[config.mk]
export PLATFORM = sky130hd
export DESIGN_NAME = bep_decoder_param
export DESIGN_NICKNAME = d
export VERILOG_FILES = /design/src/rtl/bep_decoder_param.sv
export SDC_FILE = /design/constraint.sdc
export NUM_CORES = 1
export LEC_CHECK = 0
export CELL_PAD_IN_SITES_DETAIL_PLACEMENT = 2
export CELL_PAD_IN_SITES_GLOBAL_PLACEMENT = 2
export CORE_MARGIN = 2
export CORE_UTILIZATION = 39
export CTS_CLUSTER_DIAMETER = 50
export DETAILED_ROUTE_END_ITERATION = 7
export PLACE_DENSITY_LB_ADDON = 0.1
export RECOVER_POWER = 100
export SLEW_MARGIN = 40
export SYNTH_ARGS = -nofsm -noshare
export SYNTH_HDL_FRONTEND = slang
export SYNTH_SLANG_ARGS = --single-unit
[constraint.sdc]
create_clock -name clock -period 3.8 [get_ports clock]
set_input_delay 0.95 -clock clock [delete_from_list [all_inputs] [get_ports clock]]
set_output_delay 0.95 -clock clock [all_outputs]
set_load 0.1 [all_outputs]
[src/rtl/bep_decoder_param.sv]
// bep_decoder_param
//   Biphase-mark (BMC) line decoder. The oversampled line is synchronised, the
//   spacing between line transitions is measured and classified as a half cell
//   or a full cell, and a small FSM rebuilds the bit cells. Once enough clean
//   cells have been seen in a row the decoder reports lock and starts emitting
//   bits.
//
//   Optional build macro: BEP_ERR_COUNT_EN adds the err_count output.
//
// Ports
//   clock          in   single clock, rising edge
//   reset          in   synchronous, active-high
//   digital_in     in   asynchronous BMC line
//   decoded_data   out  last decoded bit, held between strobes
//   decoded_valid  out  one-cycle strobe, decoded_data is new
//   decoded_clock  out  recovered clock, high OVERSAMPLE/2 cycles from each strobe
//   locked         out  tracking with at least LOCK_CELLS good cells
//   error          out  one-cycle strobe on a coding or timing violation
//   err_count      out  (BEP_ERR_COUNT_EN only) saturating error count
//
// FSM states
//   state      | meaning
//   S_HUNT     | no reference edge yet; next edge starts a cell
//   S_BOUNDARY | last edge was a cell boundary
//   S_MID      | last edge was the mid-cell transition of a 1 bit
module bep_decoder_param #(
  parameter int OVERSAMPLE  = 8,
  parameter int TOL         = 2,
  parameter int SYNC_STAGES = 2,
  parameter int LOCK_CELLS  = 4
) (
  input  logic       clock,
  input  logic       reset,
  input  logic       digital_in,
  output logic       decoded_data,
  output logic       decoded_valid,
  output logic       decoded_clock,
  output logic       locked,
`ifdef BEP_ERR_COUNT_EN
  output logic       error,
  output logic [7:0] err_count
`else
  output logic       error
`endif
);

  localparam int CMAX = 2 * OVERSAMPLE;
  localparam int CW   = $clog2(2 * OVERSAMPLE + 1);
  localparam int HALF = OVERSAMPLE / 2;
  localparam int DW   = $clog2(HALF + 1);
  localparam int LW   = $clog2(LOCK_CELLS + 1);

  typedef enum logic [1:0] {
    S_HUNT     = 2'd0,
    S_BOUNDARY = 2'd1,
    S_MID      = 2'd2
  } state_t;

  logic [SYNC_STAGES-1:0] sync_q, sync_d;
  logic                   prev_q, prev_d;
  logic [CW-1:0]          cnt_q, cnt_d;
  state_t                 state_q, state_d;
  logic [LW-1:0]          lock_cnt_q, lock_cnt_d;
  logic                   locked_q, locked_d;
  logic                   valid_q, valid_d;
  logic                   data_q, data_d;
  logic                   error_q, error_d;
  logic [DW-1:0]          dclk_q, dclk_d;

  logic sync_out;
  logic edge_det;
  logic timeout;
  logic is_short;
  logic is_long;
  logic good;
  logic bit_val;
  int   t_int;

  assign sync_out = sync_q[SYNC_STAGES-1];
  assign edge_det = sync_out ^ prev_q;
  assign timeout  = (cnt_q == CW'(CMAX));

  always_comb begin
    sync_d = {sync_q[SYNC_STAGES-2:0], digital_in};
    prev_d = sync_out;
    if (edge_det)     cnt_d = '0;
    else if (timeout) cnt_d = cnt_q;
    else              cnt_d = cnt_q + CW'(1);
  end

  // Interval ending at this edge, including the edge cycle itself.
  always_comb begin
    t_int    = int'(cnt_q) + 1;
    is_short = (t_int >= HALF - TOL) && (t_int <= HALF + TOL);
    is_long  = (t_int >= OVERSAMPLE - TOL) && (t_int <= OVERSAMPLE + TOL);
  end

  // When TOL makes the SHORT and LONG windows overlap, each state prefers
  // the interval it expects: a full cell at a boundary, a half cell mid-cell.
  always_comb begin
    state_d = state_q;
    good    = 1'b0;
    bit_val = 1'b0;
    error_d = 1'b0;
    case (state_q)
      S_HUNT: begin
        if (edge_det) state_d = S_BOUNDARY;
      end
      S_BOUNDARY: begin
        if (edge_det) begin
          if (is_long)       good    = 1'b1;
          else if (is_short) state_d = S_MID;
          else               error_d = 1'b1;
        end else if (timeout) begin
          error_d = 1'b1;
          state_d = S_HUNT;
        end
      end
      S_MID: begin
        if (edge_det) begin
          state_d = S_BOUNDARY;
          if (is_short) begin
            good    = 1'b1;
            bit_val = 1'b1;
          end else begin
            error_d = 1'b1;
          end
        end else if (timeout) begin
          error_d = 1'b1;
          state_d = S_HUNT;
        end
      end
      default: state_d = S_HUNT;
    endcase
  end

  always_comb begin
    lock_cnt_d = lock_cnt_q;
    if (error_d || (state_q == S_HUNT && edge_det))
      lock_cnt_d = '0;
    else if (good && lock_cnt_q != LW'(LOCK_CELLS))
      lock_cnt_d = lock_cnt_q + LW'(1);
    locked_d = (lock_cnt_d == LW'(LOCK_CELLS));

    // Only cells completed while already locked are passed downstream.
    valid_d = good && locked_q;
    data_d  = valid_d ? bit_val : data_q;

    if (error_d)            dclk_d = '0;
    else if (valid_d)       dclk_d = DW'(HALF);
    else if (dclk_q != '0)  dclk_d = dclk_q - DW'(1);
    else                    dclk_d = dclk_q;
  end

`ifdef BEP_ERR_COUNT_EN
  logic [7:0] err_cnt_q, err_cnt_d;

  always_comb begin
    err_cnt_d = err_cnt_q;
    if (error_d && err_cnt_q != 8'hFF) err_cnt_d = err_cnt_q + 8'd1;
  end

  assign err_count = err_cnt_q;
`endif

  always_ff @(posedge clock) begin
    if (reset) begin
      sync_q     <= '0;
      prev_q     <= 1'b0;
      cnt_q      <= '0;
      state_q    <= S_HUNT;
      lock_cnt_q <= '0;
      locked_q   <= 1'b0;
      valid_q    <= 1'b0;
      data_q     <= 1'b0;
      error_q    <= 1'b0;
      dclk_q     <= '0;
`ifdef BEP_ERR_COUNT_EN
      err_cnt_q  <= '0;
`endif
    end else begin
      sync_q     <= sync_d;
      prev_q     <= prev_d;
      cnt_q      <= cnt_d;
      state_q    <= state_d;
      lock_cnt_q <= lock_cnt_d;
      locked_q   <= locked_d;
      valid_q    <= valid_d;
      data_q     <= data_d;
      error_q    <= error_d;
      dclk_q     <= dclk_d;
`ifdef BEP_ERR_COUNT_EN
      err_cnt_q  <= err_cnt_d;
`endif
    end
  end

  assign decoded_data  = data_q;
  assign decoded_valid = valid_q;
  assign decoded_clock = (dclk_q != '0);
  assign locked        = locked_q;
  assign error         = error_q;

endmodule
**Word-level counts from Yosys, hierarchy flattened**

Cells that the tools add are included.

- Register bits after elaboration: 20
- Bits in writable memories: 0
- Memories: 0
- Output and inout bits: 5
- Memory bits (read-only): 0
- Bits in latches: 0
- Word-level logic and storage cells: 64
- Bits of input ports: 3

- Eq/ne operators: 8
- Div/mod/pow operators: 0
- Reductions and logical operators: 13
- Multiplexer cells: 23
- $add $sub $neg: 4
- Shifts and indexed selects: 0
- Order comparisons: 4
- Multiply operators: 0
- Bitwise gates (word level): 1

Operators with widths:

| cell | count |
|---|---|
| $mux 2 | 6 |
| $mux 3 | 4 |
| $mux 1 | 10 |
| $ne 3x3->1 const B | 3 |
| $add 5x1->6 const B | 1 |
| $ge 6x2->1 const B | 1 |
| $ge 6x3->1 const B | 1 |
| $le 6x3->1 const B | 1 |
| $le 6x4->1 const B | 1 |
| $pmux 2 s3 | 1 |
| $add 5x1->5 const B | 1 |
| $eq 5x5->1 const B | 1 |
| $logic_and 1x1->1 | 5 |
| $pmux 1 s2 | 2 |
| $reduce_or 2->1 | 2 |
| $add 3x1->3 const B | 1 |
| $eq 3x3->1 const B | 1 |
| $reduce_and 3->1 | 1 |
| $reduce_bool 3->1 | 1 |
| $reduce_or 3->1 | 1 |
| $sub 3x1->3 const B | 1 |
| $eq 2x1->1 const B | 1 |
| $eq 2x2->1 const B | 1 |
| $logic_not 2->1 | 1 |
| 4 further kinds | 4 |

**Depth between registers and ports, before layout**

- Depth in word-level cells: 10
- Mapped depth: 10
- Mapped depth without buffers: 9

**Worst setup path after synthesis**

No wires, ideal clock.

- Path kind: reg2out
- From: register dclk_q[0]
- To: output decoded_clock
- Buffers on the path: 0
- Setup slack: 1.444 ns
- Data arrival time: 1.406 ns
- Cell stages (with the launch flop): 5
- Path through: dfxtp_1 > inv_1 > ha_1 > ha_1 > inv_1

- Longest elaborated chain between the ends: 1

Ends and longest elaborated chain:

| element | line | RTL |
|---|---|---|
| start: declaration | 68 | `logic [DW-1:0] dclk_q, dclk_d;` |
| start signal: assignment | 191 | `dclk_q <= dclk_d;` |
| $reduce_bool 3->1 | 200 | `assign decoded_clock = (dclk_q != '0);` |
| end: declaration | 37 | `output logic decoded_clock,` |

Every way passes these cells.

**Worst setup path in the final report**

Same ends and word-level chain as after synthesis.

==> run metrics <==
EDFF count, synth 0; Cell Area, Synth 1410 um2; PwrDens 379 nW/um2; number of antenna violations at the first check in global routing 0; # rows 21; syn_nets 174; dpl cell area 1460 um2; Worst-Margin Slew 1.17 ns; Die W 64.2 um; vias per inst 5.35; overall routed net length 3.44 mm; WS Path Type register to output port; CORE AREA 3420 um2; routed via count 1118; Clock Sinks 20; Fin Setup TNS 0 ns; Post-CTS Resized 0; fin util 42.7%; RSZ-0062 raised after global routing false; total gr overflow 0; Layout Nets 179; Die Y 64.2 um; CP max FO 5; DRC 0; layout cell share with drive strength beyond 1 9.20%; top cells by area, synth dfxtp_1 (28%), ha_1 (11%), nand2_1 (4.2%); Main synth FF type dfxtp_1; CTS clk-pin slew, worst paths 0.12 ns; Num CTS Buffers 3; hpwl dp 2.68 mm; Initial Utilization 41.4%; crit start category register; Synth Instances 159; clock buffer depth 2; crit share post-route 80.5%; hold violation count in the final report 0; Seq/Total Area, Yosys 28.3%; first-pass GRT wire length 5.97 mm; gpl congestion 0.751; TritonCTS clock tree built; Synth Register Bits 20; initial DRC count 31; Area Overhead vs Synth 3.19%; crit path time final 3.06 ns; H-tree depth 1; vias in the first global route 1256; Async S/R FF share, synth 0%; fmax 0.327 GHz; status finished, final reports clean; max_cap viols 0; Synth top cells by count dfxtp_1 (20), nand2_1 (16), nor2_1 (14); hold_buf cts 0; CTS Root Buffer Type clkbuf_4; top cell type's share of synthesized area 28.3%; Slew Viols, Final 0; largest net degree at the start of global routing 14; Clock Skew 0.00305 ns; fillcell total 402; average size of a mapped cell 8.89 um2; Distinct cells, synth 49; Final setup violation count 0; number of routed nets with antenna violations 0; post-route cell area 1460 um2; yosys warns 0; Slew HR 22.1%; input/output buffers 7; Ports 8; Antenna diodes 0; TritonRoute pass-1 iters 4; post-CTS setup repair buffer count 0; Clk Latency, worst-skew pair 0.30 ns; Total Routing Usage GR 18.2%; Die ar. 4120 um2; Arrival @ worst endpoint 2.11 ns; peak supply drop 0.000243 V; CP endpoint kind output port; Critical Path RT 2.85 ns; area leader, netlist dfxtp_1; wire per inst 16.5 um; top-count cell post-synth dfxtp_1; Hold Crit Class register to register; leakage 0.000548 uW
[path summary, 6_finish.rpt]
path | cells past startpoint | start | endpoint | slack (ns)
max | 5 | dclk_q[0]$_SDFFE_PP0P_ | decoded_clock | 0.74
min | 1 | sync_q[0]$_SDFF_PP0_ | sync_q[1]$_SDFF_PP0_ | 0.46
max reg2reg | 8 | cnt_q[0]$_SDFFE_PP0N_ | locked$_SDFF_PP0_ | 0.89
min reg2reg | 1 | sync_q[0]$_SDFF_PP0_ | sync_q[1]$_SDFF_PP0_ | 0.46
[registers in the layout, summed over array words and instances (netlist names)]
| register | cells |
|---|---|
| cnt_q | 5 |
| dclk_q | 3 |
| decoded_data | 1 |
| decoded_valid | 1 |
| error | 1 |
| lock_cnt_q | 3 |
| locked | 1 |
| prev_q | 1 |
| state_q | 2 |
| sync_q | 2 |
[power breakdown]
part / switching [uW] / leakage [uW] / internal, uW
clock network: 66.6 / 0.0000210 / 58.3
registers: 16.1 / 0.000163 / 224
logic: 128 / 0.000365 / 60.9
[cell usage in the layout (no fill, tap or decap), types with 3 or more instances in the layout]
cell / instances
xnor2_1: 4
nand2_1: 16
clkbuf_1: 5
nor3_1: 5
a31oi_1: 5
and2_1: 3
mux2i_1: 5
nor2_1: 14
a21oi_1: 9
dfxtp_1: 20
clkbuf_4: 3
xor2_1: 4
ha_1: 12
nor2b_1: 3
inv_1: 13
o21ai_0: 3
[logic make-up after synthesis]
logic type / count (synthesis) / share of synthesized area [%]
and+or+nand+nor: 60 / 24.9
xor gates and xnor gates: 8 / 4.96
DFF: 20 / 28.3
muxes: 7 / 5.13
AOI/OAI and AO/OA: 32 / 18.2
buffers and inverters: 20 / 7.88
adders and majority gates: 12 / 10.6
[worst max-delay path, cell delays in order (launching register included)]
cell      delay (ns)
dfxtp_1         0.36
inv_1           0.05
ha_1            0.21
ha_1            0.26
inv_1           0.07
clkbuf_1        0.86
[per-layer routing]
layer  vias up  part of all wire, %  global-route usage (%)
met3         2                  1.7                    1.58
met1       554                   46                    22.3
met4         0                 0.41                    3.19
met2         8                   52                    34.6
li1        554                    -                       -
met5         -                    0                       0
[per-stage QoR]
stage	power [uW]	hold slack [ns]	cells	setup slack [ns]
3_3_place_gp	434	0.424	205	1.16
3_5_place_dp	442	0.435	205	0.973
4_1_cts	569	0.466	209	0.961
5_1_grt	596	0.476	209	0.613
6_report	554	0.460	209	0.742
2_1_floorplan	404	0.414	159	1.44
[layout make-up]
type	count	area [um2]	share of cell area, %
Clock buffer	4	36.3	2.49
Inverter	13	48.8	3.34
Multi-Input combinational cell	119	877	60.1
Sequential cell	20	400	27.4
Tap cell	46	57.6	3.95
Timing Repair Buffer	7	38.8	2.66
Power figures use the tool's default switching activity.
